**src/rtl/booth_r4_mult_pkg.sv**
```systemverilog
// Shared types and constants for the radix-4 Booth multiplier.
// Each digit code is the recoder's {zero, two, neg} output triple.
package booth_pkg;

  typedef enum logic [1:0] {
    IDLE,
    RUN,
    DONE
  } state_t;

  // Bit 2 = zero, bit 1 = double M, bit 0 = negate.
  localparam logic [2:0] ZERO   = 3'b100;
  localparam logic [2:0] PLUS1  = 3'b000;
  localparam logic [2:0] PLUS2  = 3'b010;
  localparam logic [2:0] MINUS1 = 3'b001;
  localparam logic [2:0] MINUS2 = 3'b011;

  function automatic int calc_iter(input int w);
    return w / 2 + 1;
  endfunction

endpackage

```
**src/rtl/booth_r4_mult_if.sv**
```systemverilog
// Start/done handshake bundle between a controller and the Booth multiplier.
interface booth_r4_mult_if #(
  parameter int W = 8
);
  logic             start;
  logic             signed_mode;
  logic [W-1:0]     X;
  logic [W-1:0]     Y;
  logic [2*W-1:0]   produs;
  logic             busy;
  logic             done;

  modport master (
    output start, signed_mode, X, Y,
    input  produs, busy, done
  );

  modport slave (
    input  start, signed_mode, X, Y,
    output produs, busy, done
  );
endinterface

```
**src/rtl/booth_r4_mult_recoder.sv**
```systemverilog
// Modified-Booth recoder: maps the window {q1, q0, q_m1} to a signed digit
// in {-2,-1,0,+1,+2}, presented as {zero, two, neg}.
module booth_r4_recoder
  import booth_pkg::*;
(
  input  logic [2:0] win,
  output logic       zero,
  output logic       two,
  output logic       neg
);

  logic [2:0] digit;

  always_comb begin
    digit = ZERO;
    case (win)
      3'b001, 3'b010: digit = PLUS1;
      3'b011:         digit = PLUS2;
      3'b100:         digit = MINUS2;
      3'b101, 3'b110: digit = MINUS1;
      default:        digit = ZERO;
    endcase
  end

  assign {zero, two, neg} = digit;

endmodule

```
**src/rtl/booth_r4_mult.sv**
```systemverilog
// Sequential radix-4 Booth multiplier, two multiplier bits per cycle.
// Operands carry two extra bits so unsigned inputs finish on a non-negative digit.
module booth_r4_mult
  import booth_pkg::*;
#(
  parameter int W = 8
) (
  input  logic            clk,
  input  logic            rst_n,
  booth_r4_mult_if.slave  bus
);

  localparam int ITER = calc_iter(W);
  localparam int CW   = $clog2(ITER + 1);

  if (W < 4 || W > 32 || (W % 2) != 0) begin : g_bad_width
    $error("booth_r4_mult: W must be even and within 4..32");
  end

  state_t            state_q, state_d;
  logic [W+1:0]      m_q, m_d;
  logic [W+1:0]      q_q, q_d;
  logic [W+3:0]      a_q, a_d;
  logic              qm1_q, qm1_d;
  logic [CW-1:0]     count_q, count_d;
  logic [2*W-1:0]    produs_q, produs_d;
  logic              busy_q, busy_d;
  logic              done_q, done_d;

  logic              dig_zero, dig_two, dig_neg;
  logic [W+3:0]      m_ext, mag, addend, a_sum, a_next;
  logic [W+1:0]      q_next;

  booth_r4_recoder u_recoder (
    .win  ({q_q[1:0], qm1_q}),
    .zero (dig_zero),
    .two  (dig_two),
    .neg  (dig_neg)
  );

  // One Booth step: add the recoded digit times M, then shift {A,Q,q_m1} right by two.
  always_comb begin
    m_ext  = {{2{m_q[W+1]}}, m_q};
    mag    = dig_two ? {m_ext[W+2:0], 1'b0} : m_ext;
    addend = dig_zero ? '0 : (dig_neg ? -mag : mag);
    a_sum  = a_q + addend;
    a_next = {{2{a_sum[W+3]}}, a_sum[W+3:2]};
    q_next = {a_sum[1:0], q_q[W+1:2]};
  end

  always_comb begin
    state_d  = state_q;
    m_d      = m_q;
    q_d      = q_q;
    a_d      = a_q;
    qm1_d    = qm1_q;
    count_d  = count_q;
    produs_d = produs_q;
    busy_d   = busy_q;
    done_d   = 1'b0;
    case (state_q)
      IDLE: begin
        busy_d = 1'b0;
        if (bus.start) begin
          m_d     = bus.signed_mode ? {{2{bus.X[W-1]}}, bus.X} : {2'b00, bus.X};
          q_d     = bus.signed_mode ? {{2{bus.Y[W-1]}}, bus.Y} : {2'b00, bus.Y};
          a_d     = '0;
          qm1_d   = 1'b0;
          count_d = '0;
          busy_d  = 1'b1;
          state_d = RUN;
        end
      end
      RUN: begin
        a_d     = a_next;
        q_d     = q_next;
        qm1_d   = q_q[1];
        count_d = count_q + CW'(1);
        if (count_q == CW'(ITER - 1)) begin
          produs_d = {a_next[W-3:0], q_next};
          done_d   = 1'b1;
          state_d  = DONE;
        end
      end
      DONE: begin
        busy_d  = 1'b0;
        state_d = IDLE;
      end
      default: begin
        busy_d  = 1'b0;
        state_d = IDLE;
      end
    endcase
  end

  always_ff @(posedge clk or negedge rst_n) begin
    if (!rst_n) begin
      state_q  <= IDLE;
      m_q      <= '0;
      q_q      <= '0;
      a_q      <= '0;
      qm1_q    <= 1'b0;
      count_q  <= '0;
      produs_q <= '0;
      busy_q   <= 1'b0;
      done_q   <= 1'b0;
    end else begin
      state_q  <= state_d;
      m_q      <= m_d;
      q_q      <= q_d;
      a_q      <= a_d;
      qm1_q    <= qm1_d;
      count_q  <= count_d;
      produs_q <= produs_d;
      busy_q   <= busy_d;
      done_q   <= done_d;
    end
  end

  assign bus.produs = produs_q;
  assign bus.busy   = busy_q;
  assign bus.done   = done_q;

endmodule

```
**src/flat_wrapper.sv**
```systemverilog
// flat-port wrapper written by rule: the top's interface ports become plain ports
module booth_r4_mult_flat import booth_pkg::*;
#(
  parameter int W = 8
)
  (clk, rst_n, bus_start, bus_signed_mode, bus_X, bus_Y, bus_produs, bus_busy, bus_done);
  booth_r4_mult_if #(.W(W)) bus_i ();
  input  logic clk;
  input  logic rst_n;
  input wire logic [$bits(bus_i.start)-1:0] bus_start;
  input wire logic [$bits(bus_i.signed_mode)-1:0] bus_signed_mode;
  input wire logic [$bits(bus_i.X)-1:0] bus_X;
  input wire logic [$bits(bus_i.Y)-1:0] bus_Y;
  output wire logic [$bits(bus_i.produs)-1:0] bus_produs;
  output wire logic [$bits(bus_i.busy)-1:0] bus_busy;
  output wire logic [$bits(bus_i.done)-1:0] bus_done;
  assign bus_i.start = bus_start;
  assign bus_i.signed_mode = bus_signed_mode;
  assign bus_i.X = bus_X;
  assign bus_i.Y = bus_Y;
  assign bus_produs = bus_i.produs;
  assign bus_busy = bus_i.busy;
  assign bus_done = bus_i.done;
  booth_r4_mult #(.W(W)) u_core (.clk(clk), .rst_n(rst_n), .bus(bus_i));
endmodule
```
**config.mk**
```make
export PLATFORM = sky130hd
export DESIGN_NAME = booth_r4_mult_flat
export DESIGN_NICKNAME = d
export VERILOG_FILES = /design/src/rtl/booth_r4_mult_pkg.sv /design/src/rtl/booth_r4_mult_if.sv /design/src/rtl/booth_r4_mult_recoder.sv /design/src/rtl/booth_r4_mult.sv /design/src/flat_wrapper.sv
export SDC_FILE = /design/constraint.sdc
export NUM_CORES = 1
export LEC_CHECK = 0
export BUFFER_PORTS_ARGS = -buffer_cell sky130_fd_sc_hd__buf_2
export CAP_MARGIN = 10
export CORE_MARGIN = 4
export CORE_UTILIZATION = 53
export CTS_BUF_LIST = sky130_fd_sc_hd__clkbuf_8 sky130_fd_sc_hd__clkbuf_16
export DETAILED_ROUTE_END_ITERATION = 10
export HOLD_SLACK_MARGIN = 0.1
export PLACE_DENSITY_LB_ADDON = 0.08
export SYNTH_ARGS = -nofsm -noshare
export SYNTH_HDL_FRONTEND = slang
export SYNTH_SLANG_ARGS = --single-unit
```
**constraint.sdc**
```tcl
create_clock -name clk -period 3.74 [get_ports clk]
set_input_delay 0.187 -clock clk [delete_from_list [all_inputs] [get_ports clk]]
set_output_delay 0.187 -clock clk [all_outputs]
set_load 0.05 [all_outputs]
```
**Word-level counts from Yosys, hierarchy flattened**

Cells that the tools add are included.

- Register bits: 56
- Logic and storage cells: 51
- Output and inout port bits: 18

- Reduce and logical (&&, ||, !) cells: 8
- Multiplexer cells: 21
- $add $sub $neg: 3
- Equal/unequal tests: 10

Operators by type and width:

| cell | number |
|---|---|
| 10-bit two-way mux | 4 |
| 12-bit two-way mux | 3 |
| 12-bit case mux with 2 select lines | 1 |
| 10-bit case mux with 2 select lines | 1 |
| 12-bit adder | 1 |
| 3-bit equality test, second input constant | 4 |
| 12-bit negator | 1 |
| 3-bit case mux with 4 select lines | 1 |
| 2-bit AND reduction | 4 |
| 3-bit by 2-bit equality test with 1-bit output, second input constant | 2 |
| 3-bit case mux with 2 select lines | 1 |
| 1-bit two-way mux | 4 |
| 2-bit two-way mux | 2 |
| 1-bit case mux with 2 select lines | 2 |
| 2-bit case mux with 2 select lines | 1 |
| 2-bit OR reduction | 2 |
| 3-bit by 1-bit adder with 3-bit output, second input constant | 1 |
| 3-bit by 1-bit equality test with 1-bit output, second input constant | 1 |
| 3-bit two-way mux | 1 |
| 2-bit by 1-bit equality test with 1-bit output, second input constant | 1 |
| 2-bit logical NOT | 1 |
| 2-bit by 1-bit != test with 1-bit output, second input constant | 1 |
| 2-bit != test, second input constant | 1 |
| 2-bit nonzero test | 1 |

**Logic depth before layout (Yosys ltp)**

- Depth after elaboration: 9
- Depth in mapped cells: 20
- Mapped depth without buffers: 18

**By module**

A second synthesis with hierarchy kept.

- Cells, all modules: 359
- Area, all modules: 3,148.0 um^2

By module, submodules not included:

| module | instances | cells each | area each (um^2) |
|---|---|---|---|
| booth_r4_mult | 1 | 352 | 3,110.5 |
| booth_r4_recoder | 1 | 7 | 37.5 |

**Worst setup path before layout**

OpenSTA, ideal clock, no wires.

- Kind: register to register
- From: register u_core.qm1_q
- To: register u_core.a_q[10]
- Setup slack: -0.199 ns
- Stages on the path, launching flop included: 19
- Clock period less this slack: 3.939 ns
- Required time: 3.615 ns
- Setup time: 0.125 ns
- Path buffers: 2
- Arrival: 3.814 ns
- Cell sequence: dfrtp_1 > buf_4 > and3b_1 > buf_2 > nor2_1 > mux2i_1 > ha_1 > nor2b_1 > nand3_1 > or3_1 > a32oi_1 > o21ai_0 > ha_1 > o311ai_0 > a21oi_1 > o221ai_1 > or3_1 > a31o_1 > mux2_4

- Word-level cells in the longest chain between the ends: 9
- Elaborated cells between the ends (all ways): 15

RTL lines:

| what | RTL line | RTL |
|---|---|---|
| start: declaration | booth_r4_mult.sv:24 | `logic qm1_q, qm1_d;` |
| start signal: assignment | booth_r4_mult.sv:112 | `qm1_q <= qm1_d;` |
| 3-bit equality test, or another cell as far along | booth_r4_mult_recoder.sv:16 | `case (win)` |
| 2-bit OR reduction | booth_r4_mult_recoder.sv:16 |  |
| 3-bit case mux with 4 select lines (*) | booth_r4_mult_recoder.sv:16 |  |
| 10-bit two-way mux | booth_r4_mult.sv:44 | `mag = dig_two ? {m_ext[W+2:0], 1'b0} : m_ext;` |
| 12-bit negator | booth_r4_mult.sv:45 | `addend = dig_zero ? '0 : (dig_neg ? -mag : mag);` |
| 12-bit two-way mux | booth_r4_mult.sv:45 |  |
| 12-bit two-way mux (*) | booth_r4_mult.sv:45 |  |
| 12-bit adder (*) | booth_r4_mult.sv:46 | `a_sum = a_q + addend;` |
| 12-bit case mux with 2 select lines (*) | booth_r4_mult.sv:61 | `case (state_q)` |
| end signal: assignment | booth_r4_mult.sv:101 | `a_q <= '0;` |
| end signal: assignment | booth_r4_mult.sv:111 | `a_q <= a_d;` |
| end: declaration | booth_r4_mult.sv:23 | `logic [W+3:0] a_q, a_d;` |

Every way passes the cells marked *; elsewhere a longest branch is shown, timed or not.
A chain may end at the register's enable or synchronous reset.

**Final worst setup path**

Ends and elaborated chain as after synthesis.

==> reports/metrics.yaml <==
worst_pin_slew_ns: 0.665
worst-setup-path-type: "reg -> reg"
synthToLayoutAreaGrowth_pct: 18.3
cp_max_fo: 4
ant_nets: 0
design_area_mm2: 0.00386
synth_cell_types: 57
cts_max_level: 2
worstPathArrival_ns: 4.02
antenna_found_initial: 0
die_x_um: 86.5
num_antenna_cells: 0
clock-sinks: 53
root_buffer: "clkbuf_8"
cap_violations: 0
io_pins: 38
hp-class: "in -> reg"
postSynthAreaPerCell_um2: 9.63
setup_viol: 1
die_h_um: 86.5
hold_viol: 0
ys.flop_type: "dfrtp_1"
gr-total-overflow: 0
max_freq_mhz: 262
worst_clock_skew_ns: 0.00725
status: "finished, violations left"
cts_buffers: 5
place_area_mm2: 0.00363
grt_max_degree: 54
drc_errors: 0
drt_first_pass_iters: 4
grt_pass1_wl_um: 13400
place_congestion: 0.918
core_area_mm2: 0.00596
synth-seq-cells: 53
crit_required_ns: 3.94
yosys_warnings: 0
violations: "negative setup slack"
fill_cells: 516
start_util_pct: 54.8
grt_pass1_vias: 2752
async_flop_share_pct: 100
via_count: 2724
wl_per_cell_um: 16.8
cp_cell_sequence: "and3b_1, nor2_4, mux2i_1, ha_2, nor2b_4, nand3b_1, nand2_1, xnor2_1, a22oi_1, a21oi_2, ha_1, o211a_1, o311ai_1, a21oi_1, o221ai_1, or3_1, a31o_1, mux2_4"
viasPerCell: 5.82
fin_crit_sh_pct: 102
layout_commonest_cell: "dfrtp_1"
cts_buffer_depth: 2
final_layout_size_suffix_gt1_share_pct: 28.5
clk_pin_slew_ns: 0.10
drv_slew: 0
drt-initial-drc-count: 168
netlist_instances: 339
yosysSeqAreaShare_pct: 40.6
cp-end-kind: "flip-flop"
nNetsFinal: 427
port_buffers: 37
setup_ws_ns: -0.0787
insertion_delay_ns: 0.31
period_needed_ns: 3.82
grt_use_total_pct: 22.4
cts_tree: "built"
rsz0062_at_grt: "true"
cp_slowest_cell: "dfrtp_1"
die-area_mm2: 0.00748
rows: 28
max_slew_margin_pct: 55.7
drt_wl_total_um: 7870
hpwl_um: 5600
cp-start-kind: "flip-flop"
synth_edf_count: 0
syn-cell-area_mm2: 0.00326
critPathMaxStageDelay_ns: 0.45
final_cell_mix: "52 x dfrtp_1, 38 x nand2_1, 37 x buf_2, 27 x o21ai_0, 26 x buf_4"
synth_nets: 374
==> area by class of cell <==
| type | instances | area, um2 | share of cell area [%] |
|---|---|---|---|
| multi-input cells | 251 | 1850 | 47.9 |
| flip-flops and latches | 53 | 1330 | 34.4 |
| repair buffers | 67 | 420 | 10.9 |
| well taps | 75 | 93.8 | 2.43 |
| clock buffers | 5 | 68.8 | 1.78 |
| inverters | 14 | 52.6 | 1.36 |
| clock inverters | 3 | 48.8 | 1.26 |
==> repair_timing <==
item	in CTS	in global routing
endpoints found under the hold margin	56	0
endpoints found under the setup margin	3	4
hold buffers	4	0
buffers inserted	2	3
gates resized for setup	3	12
pin swaps	0	11
==> state kept, by name, indices dropped and copies added (netlist names) <==
name	cells
u_core.bus.done	1
u_core.a_q	10
u_core.qm1_q	1
u_core.bus.produs	16
u_core.state_q	2
u_core.bus.busy	1
u_core.m_q	9
u_core.q_q	10
u_core.count_q	3
==> per-layer routing <==
| metal | share of wire [%] | up-vias | track usage (%) |
|---|---|---|---|
| li1 | - | 1328 | - |
| met1 | 47 | 1318 | 31.8 |
| met2 | 48 | 65 | 36.0 |
| met3 | 4.1 | 13 | 3.14 |
| met4 | 1.8 | 0 | 6.09 |
| met5 | 0 | - | 0 |
==> through the flow <==
step	worst slack, ns	setup TNS (ns)	hold WS, ns	utilization, %	cells
floorplan	0.00492	0	-0.109	-	339
global placement	0.0374	0	0.348	60.9	451
detailed placement	-0.0599	-0.0758	0.358	60.9	451
CTS	-0.0221	-0.0221	0.105	63.9	465
global route	-0.283	-0.477	0.103	64.8	468
finish	-0.0787	-0.0787	0.109	64.8	468
==> worst max-delay path: cells and delay by family (launching register included) <==
| kind | cells | cell delay [ns] |
|---|---|---|
| compound gates | 7 | 1.06 |
| xor+xnor | 1 | 0.14 |
| fa+ha+maj | 2 | 0.46 |
| flops | 1 | 0.45 |
| mux | 2 | 0.47 |
| simple gates | 6 | 1.14 |
==> kinds of logic (layout without fill, tap and decap cells) <==
family	count (synthesis)	after routing	share of synthesized area [%]
multiplexers	23	23	8.01
buffers and inverters	35	89	4.52
flip-flops	53	53	40.6
adder cells (fa/ha/maj)	15	15	5.98
XOR/XNOR	18	18	4.83
AND/OR/NAND/NOR	101	101	16.8
AO/OA/AOI/OAI	94	94	19.2
==> cells in the mapped netlist, types with 5 or more instances <==
master	count	area, um2
dfrtp_1	53	1330
inv_1	14	52.6
mux2_2	21	236
clkbuf_1	14	52.6
ha_1	14	175
xor2_1	5	43.8
xnor2_1	13	114
or3_1	6	37.5
nand3_1	10	50.1
nor2b_1	13	81.3
nor3_1	5	25.0
nor2_1	8	30.0
nand2_1	38	143
o21ai_0	33	165
a22oi_1	14	105
a22o_1	6	52.6
a21oi_1	10	50.1
==> path summary, 6_finish.rpt <==
kind / startpoint / end / slack [ns] / cells after the start
setup / recovery: u_core.qm1_q / u_core.a_q[10] / -0.08 / 18
hold / removal: bus_X[2] / u_core.m_q[2] / 0.11 / 2
setup reg to reg: u_core.qm1_q / u_core.a_q[10] / -0.08 / 18
hold reg to reg: u_core.bus.busy / u_core.bus.busy / 0.49 / 1
max in group asynchronous: rst_n / u_core.q_q[0] / 2.74 / 3
min in group asynchronous: rst_n / u_core.bus.produs[1] / 0.52 / 3
Power is left out: the tool's default activity adds up to more than one toggle a clock period on the data nets, which glitch-free logic cannot reach.
